**src/rtl/uart_tx_param.sv**
```systemverilog
// Parametrised UART transmitter: start, DATA_BITS data (LSB first), optional parity, 1 or 2 stops.
// States: IDLE idle/break line | START start bit | DATA data bits | PARITY parity bit | STOP stop bit(s)
module uart_tx_param #(
  parameter int DATA_BITS  = 8,
  parameter int OVERSAMPLE = 16,
  parameter int TICK_W     = 5
) (
  input  logic                 clk,
  input  logic                 reset,
  input  logic                 sTick,
  input  logic                 txStart,
  input  logic [DATA_BITS-1:0] din,
  input  logic [1:0]           parityMode,
  input  logic                 stopTwo,
  input  logic                 txBreak,
  output logic                 tx,
  output logic                 txRdTick,
  output logic                 txBusy,
  output logic                 txDone
);

  localparam int BIT_W = $clog2(DATA_BITS);

  typedef enum logic [2:0] {S_IDLE, S_START, S_DATA, S_PARITY, S_STOP} state_t;

  state_t               state_q, state_d;
  logic [TICK_W-1:0]    tick_q, tick_d;
  logic [BIT_W-1:0]     bit_q, bit_d;
  logic [DATA_BITS-1:0] shift_q, shift_d;
  logic                 par_en_q, par_en_d;
  logic                 par_q, par_d;
  logic                 stop_two_q, stop_two_d;
  logic                 tx_q, tx_d;
  logic                 busy_q;
  logic                 done_q, done_d;
  logic                 tick_last, stop_last;

  assign tick_last = (tick_q == TICK_W'(OVERSAMPLE - 1));
  assign stop_last = (tick_q == (stop_two_q ? TICK_W'(2 * OVERSAMPLE - 1)
                                            : TICK_W'(OVERSAMPLE - 1)));

  always_comb begin
    state_d    = state_q;
    tick_d     = tick_q;
    bit_d      = bit_q;
    shift_d    = shift_q;
    par_en_d   = par_en_q;
    par_d      = par_q;
    stop_two_d = stop_two_q;
    done_d     = 1'b0;
    txRdTick   = 1'b0;
    tx_d       = 1'b1;

    case (state_q)
      S_IDLE: begin
        // reset gates the strobe so the FIFO is never popped while held in reset
        if (txStart && !txBreak && reset) begin
          txRdTick   = 1'b1;
          shift_d    = din;
          par_en_d   = (parityMode == 2'b01) || (parityMode == 2'b10);
          par_d      = (parityMode == 2'b10) ? ~(^din) : ^din;
          stop_two_d = stopTwo;
          tick_d     = '0;
          state_d    = S_START;
        end
      end
      S_START: begin
        if (sTick) begin
          if (tick_last) begin
            tick_d  = '0;
            bit_d   = '0;
            state_d = S_DATA;
          end else begin
            tick_d = tick_q + TICK_W'(1);
          end
        end
      end
      S_DATA: begin
        if (sTick) begin
          if (tick_last) begin
            tick_d  = '0;
            shift_d = shift_q >> 1;
            if (bit_q == BIT_W'(DATA_BITS - 1)) begin
              state_d = par_en_q ? S_PARITY : S_STOP;
            end else begin
              bit_d = bit_q + BIT_W'(1);
            end
          end else begin
            tick_d = tick_q + TICK_W'(1);
          end
        end
      end
      S_PARITY: begin
        if (sTick) begin
          if (tick_last) begin
            tick_d  = '0;
            state_d = S_STOP;
          end else begin
            tick_d = tick_q + TICK_W'(1);
          end
        end
      end
      S_STOP: begin
        if (sTick) begin
          if (stop_last) begin
            tick_d  = '0;
            state_d = S_IDLE;
            done_d  = 1'b1;
          end else begin
            tick_d = tick_q + TICK_W'(1);
          end
        end
      end
      default: state_d = S_IDLE;
    endcase

    // line level follows the state being entered so tx is aligned with the state register
    case (state_d)
      S_IDLE:   tx_d = ~txBreak;
      S_START:  tx_d = 1'b0;
      S_DATA:   tx_d = shift_d[0];
      S_PARITY: tx_d = par_q;
      S_STOP:   tx_d = 1'b1;
      default:  tx_d = 1'b1;
    endcase
  end

  always_ff @(posedge clk or negedge reset) begin
    if (!reset) begin
      state_q    <= S_IDLE;
      tick_q     <= '0;
      bit_q      <= '0;
      shift_q    <= '0;
      par_en_q   <= 1'b0;
      par_q      <= 1'b0;
      stop_two_q <= 1'b0;
      tx_q       <= 1'b1;
      busy_q     <= 1'b0;
      done_q     <= 1'b0;
    end else begin
      state_q    <= state_d;
      tick_q     <= tick_d;
      bit_q      <= bit_d;
      shift_q    <= shift_d;
      par_en_q   <= par_en_d;
      par_q      <= par_d;
      stop_two_q <= stop_two_d;
      tx_q       <= tx_d;
      busy_q     <= (state_d != S_IDLE);
      done_q     <= done_d;
    end
  end

  assign tx     = tx_q;
  assign txBusy = busy_q;
  assign txDone = done_q;

endmodule

```
**config.mk**
```make
export PLATFORM = sky130hd
export DESIGN_NAME = uart_tx_param
export DESIGN_NICKNAME = d
export VERILOG_FILES = /design/src/rtl/uart_tx_param.sv
export SDC_FILE = /design/constraint.sdc
export NUM_CORES = 1
export LEC_CHECK = 0
export CORE_MARGIN = 10
export CORE_UTILIZATION = 45
export DETAILED_ROUTE_END_ITERATION = 12
export PLACE_DENSITY_LB_ADDON = 0.08
export SETUP_SLACK_MARGIN = 0.5
export SYNTH_ARGS = -nofsm -noshare
export SYNTH_HDL_FRONTEND = slang
export SYNTH_SLANG_ARGS = --single-unit
```
**constraint.sdc**
```tcl
create_clock -name clk -period 2.2 [get_ports clk]
set_input_delay 0.22 -clock clk [delete_from_list [all_inputs] [get_ports clk]]
set_output_delay 0.22 -clock clk [all_outputs]
set_load 0.02 [all_outputs]
```
==> results.sh <==
export IMPL_outcome="complete, no violations"
export IMPL_portBuffers=19
export IMPL_rr_worst_depth=9
export IMPL_final_common_cell="buf_4"
export IMPL_maxCapViolations=0
export IMPL_reg2reg_to="tx"
export IMPL_swShare=0.364
export IMPL_p_leak_uw=0.000938
export IMPL_via_per_inst=5.49
export IMPL_grt_first_pass_wirelength_um=5170
export IMPL_async_reset_ff_frac=1.00
export IMPL_grt_max_degree=26
export IMPL_final_max_slew_viol_count=0
export IMPL_internal_power_uw=1150
export IMPL_min_period_ns=2.10
export IMPL_finalHoldViolCount=0
export IMPL_clock_sinks=25
export IMPL_synth_area_sq_mm=0.00139
export IMPL_synthSimpleGateAreaFrac=0.188
export IMPL_cts_tree="built"
export IMPL_area_growth_pct=49.2
export IMPL_clockBufferDepth=2
export IMPL_fin_tns_setup_ns=0
export IMPL_grt_pass1_vias=1132
export IMPL_io_pins=20
export IMPL_post_drt_wl_per_cell_um=16.1
export IMPL_yosysTopAreaCell="dfrtp_1"
export IMPL_diodes=0
export IMPL_postSynthAreaPerCell_sq_um=9.96
export IMPL_num_rows=20
export IMPL_arrival_ns=2.36
export IMPL_peakVddDrop_mv=0.538
export IMPL_cts_buffers=3
export IMPL_synth_mux_area_frac=0.0244
export IMPL_die_w_um=75.5
export IMPL_yosys_area_share_xor_xnor=0.0569
export IMPL_regArea_sq_um=631
export IMPL_fill_cells=227
export IMPL_drt_initial_drc_count=78
export IMPL_hp_class="in -> async"
export IMPL_yosysSeqAreaShare=0.453
export IMPL_yosys_register_bits=25
export IMPL_synthCells=139
export IMPL_antenna_found_initial=0
export IMPL_setup_slack_ns=0.0974
export IMPL_routed_wl_um=3550
export IMPL_clk_pin_slew_worst_paths_ns=0.15
export IMPL_synth_edff_count=0
export IMPL_endpoint_kind="register"
export IMPL_tightest_slew_ns=0.333
export IMPL_multiInputGateArea_sq_um=885
export IMPL_final_core_util=0.688
export IMPL_final_cell_mix="buf_4 (22), dfrtp_1 (21), clkdlybuf4s50_1 (17)"
export IMPL_start_util=0.461
export IMPL_htreeDepth=1
export IMPL_slew_limit_headroom=0.777
export IMPL_synth_compound_area_frac=0.165
export IMPL_synth_net_count=162
export IMPL_synth_ff_type="dfrtp_1"
export IMPL_start_kind="register"
export IMPL_vias=1213
export IMPL_power_density_mw_per_mm2=876
export IMPL_synth_fa_ha_area_frac=0.0632
export IMPL_setup_violations=0
export IMPL_ys_top_cells_by_area="dfrtp_1 (43%), ha_1 (6.3%), a222oi_1 (4.3%)"
export IMPL_ant_nets=0
export IMPL_drtPass1Iterations=4
export IMPL_clk_latency_ns=0.33
export IMPL_switchingPower_uw=659
export IMPL_crit_required_ns=2.46
export IMPL_min_period_over_period=0.956
export IMPL_hold_buffers=0
export IMPL_r2r_start="tick_q[0]"
export IMPL_yosys_warnings=0
export IMPL_dieArea_sq_mm=0.00570
export IMPL_p_seq_frac=0.422
export IMPL_fp_dieH_um=75.5
export IMPL_clock_root_buffer="clkbuf_4"
export IMPL_core_area_sq_mm=0.00300
export IMPL_yosysUniqueCellTypes=41
export IMPL_r2r_setup_slack_ns=0.1
export IMPL_layout_drive_gt1_share=0.378
export IMPL_synth_top_area_frac=0.434
export IMPL_finClkSkew_ns=0.0178
export IMPL_hpwl_um=2350
export IMPL_nNetsFinal=212
export IMPL_drc=0
export IMPL_place_ws_ns=0.129
export IMPL_synth_top_family_by_area="simple AND/OR/NAND/NOR gates"
export IMPL_cp_max_fo=5
export IMPL_grt_usage=0.119
export IMPL_setup_worst_path_class="reg -> reg"
export IMPL_grt_remaining_overflow=0
export IMPL_power_frac_comb=0.461
export IMPL_rsz0062_at_grt="true"
export IMPL_p_clk_frac=0.117
export IMPL_fmax_ghz=0.476
export IMPL_place_gp_congestion=0.826
export IMPL_crit_start="tick_q[0]"
[cell usage after synthesis (3+ instances only)]
library cell  number
o22ai_1            3
ha_1               7
a21oi_1            4
nand2_1           12
dfrtp_1           24
nor2b_1            3
xor2_1             3
inv_1             13
mux2_2             3
o21ai_0            7
xnor2_1            6
nor2_1             6
a222oi_1           6
nand2b_1           5
nand3_1            6
[power by group through the flow]
stage | Clock (uW) | Sequential [uW] | Combinational, uW
after floorplan | 0 | 753 | 424
after detailed placement | 0 | 773 | 603
after global routing | 236 | 783 | 915
after CTS | 215 | 754 | 670
after global placement | 0 | 768 | 585
final | 212 | 764 | 836
[how the worst max path moves through the flow]
stage	to	cells after the start
finish	tx	9
global route	tx	9
CTS	tx	9
detailed placement	tx	9
global placement	tx	9
floorplan	tx	9
[area by class of cell]
| cell class | count | area share |
|---|---|---|
| repair buffers | 48 | 0.210 |
| clock buffers | 3 | 0.0109 |
| flip-flops and latches | 25 | 0.305 |
| inverters | 13 | 0.0236 |
| clock inverters | 1 | 0.00242 |
| well taps | 33 | 0.0200 |
| multi-input cells | 98 | 0.428 |
[kinds of logic (layout without fill, tap and decap cells)]
group | count (synthesis) | in the layout
buffers and inverters | 16 | 65
multiplexers | 3 | 3
XOR/XNOR | 9 | 9
flip-flops | 25 | 25
AO/OA/AOI/OAI | 32 | 32
AND/OR/NAND/NOR | 47 | 47
adder cells (fa/ha/maj) | 7 | 7
[critical path, cell delays in order (launching register included)]
cell	delay, ns
dfrtp_1	0.41
ha_2	0.20
nand3_2	0.09
inv_2	0.07
ha_4	0.18
nand2_2	0.10
nand3_2	0.12
a31oi_4	0.25
mux2_4	0.32
a211o_1	0.30
[per-layer routing]
metal  share of wire  global-route usage
met3           0.017              0.0169
met5               0                   0
met4           0.026              0.0557
met1            0.41               0.142
met2            0.55               0.204
[per-stage QoR]
step / instance area [sq um] / hold slack [ns] / cells / power [uW]
4_1_cts: 1800 / 0.268 / 204 / 1640
3_5_place_dp: 1690 / 0.478 / 193 / 1380
6_report: 2070 / 0.254 / 221 / 1810
2_1_floorplan: 1450 / -0.0756 / 139 / 1180
3_3_place_gp: 1690 / 0.469 / 193 / 1350
5_1_grt: 2070 / 0.290 / 221 / 1930
[timing repair]
action | CTS | global route
gates cloned | 0 | 0
buffers inserted | 7 | 17
pin swaps | 3 | 13
hold endpoints to repair | 0 | 0
endpoints found under the setup margin | 16 | 18
resized for setup | 12 | 34
[state kept, by name (all words and copies together) (netlist names)]
| signal | count |
|---|---|
| shift_q | 8 |
| tx | 1 |
| state_q | 3 |
| bit_q | 3 |
| txDone | 1 |
| par_q | 1 |
| par_en_q | 1 |
| stop_two_q | 1 |
| tick_q | 5 |
| txBusy | 1 |
No activity file was read; power rests on OpenSTA's default activity.
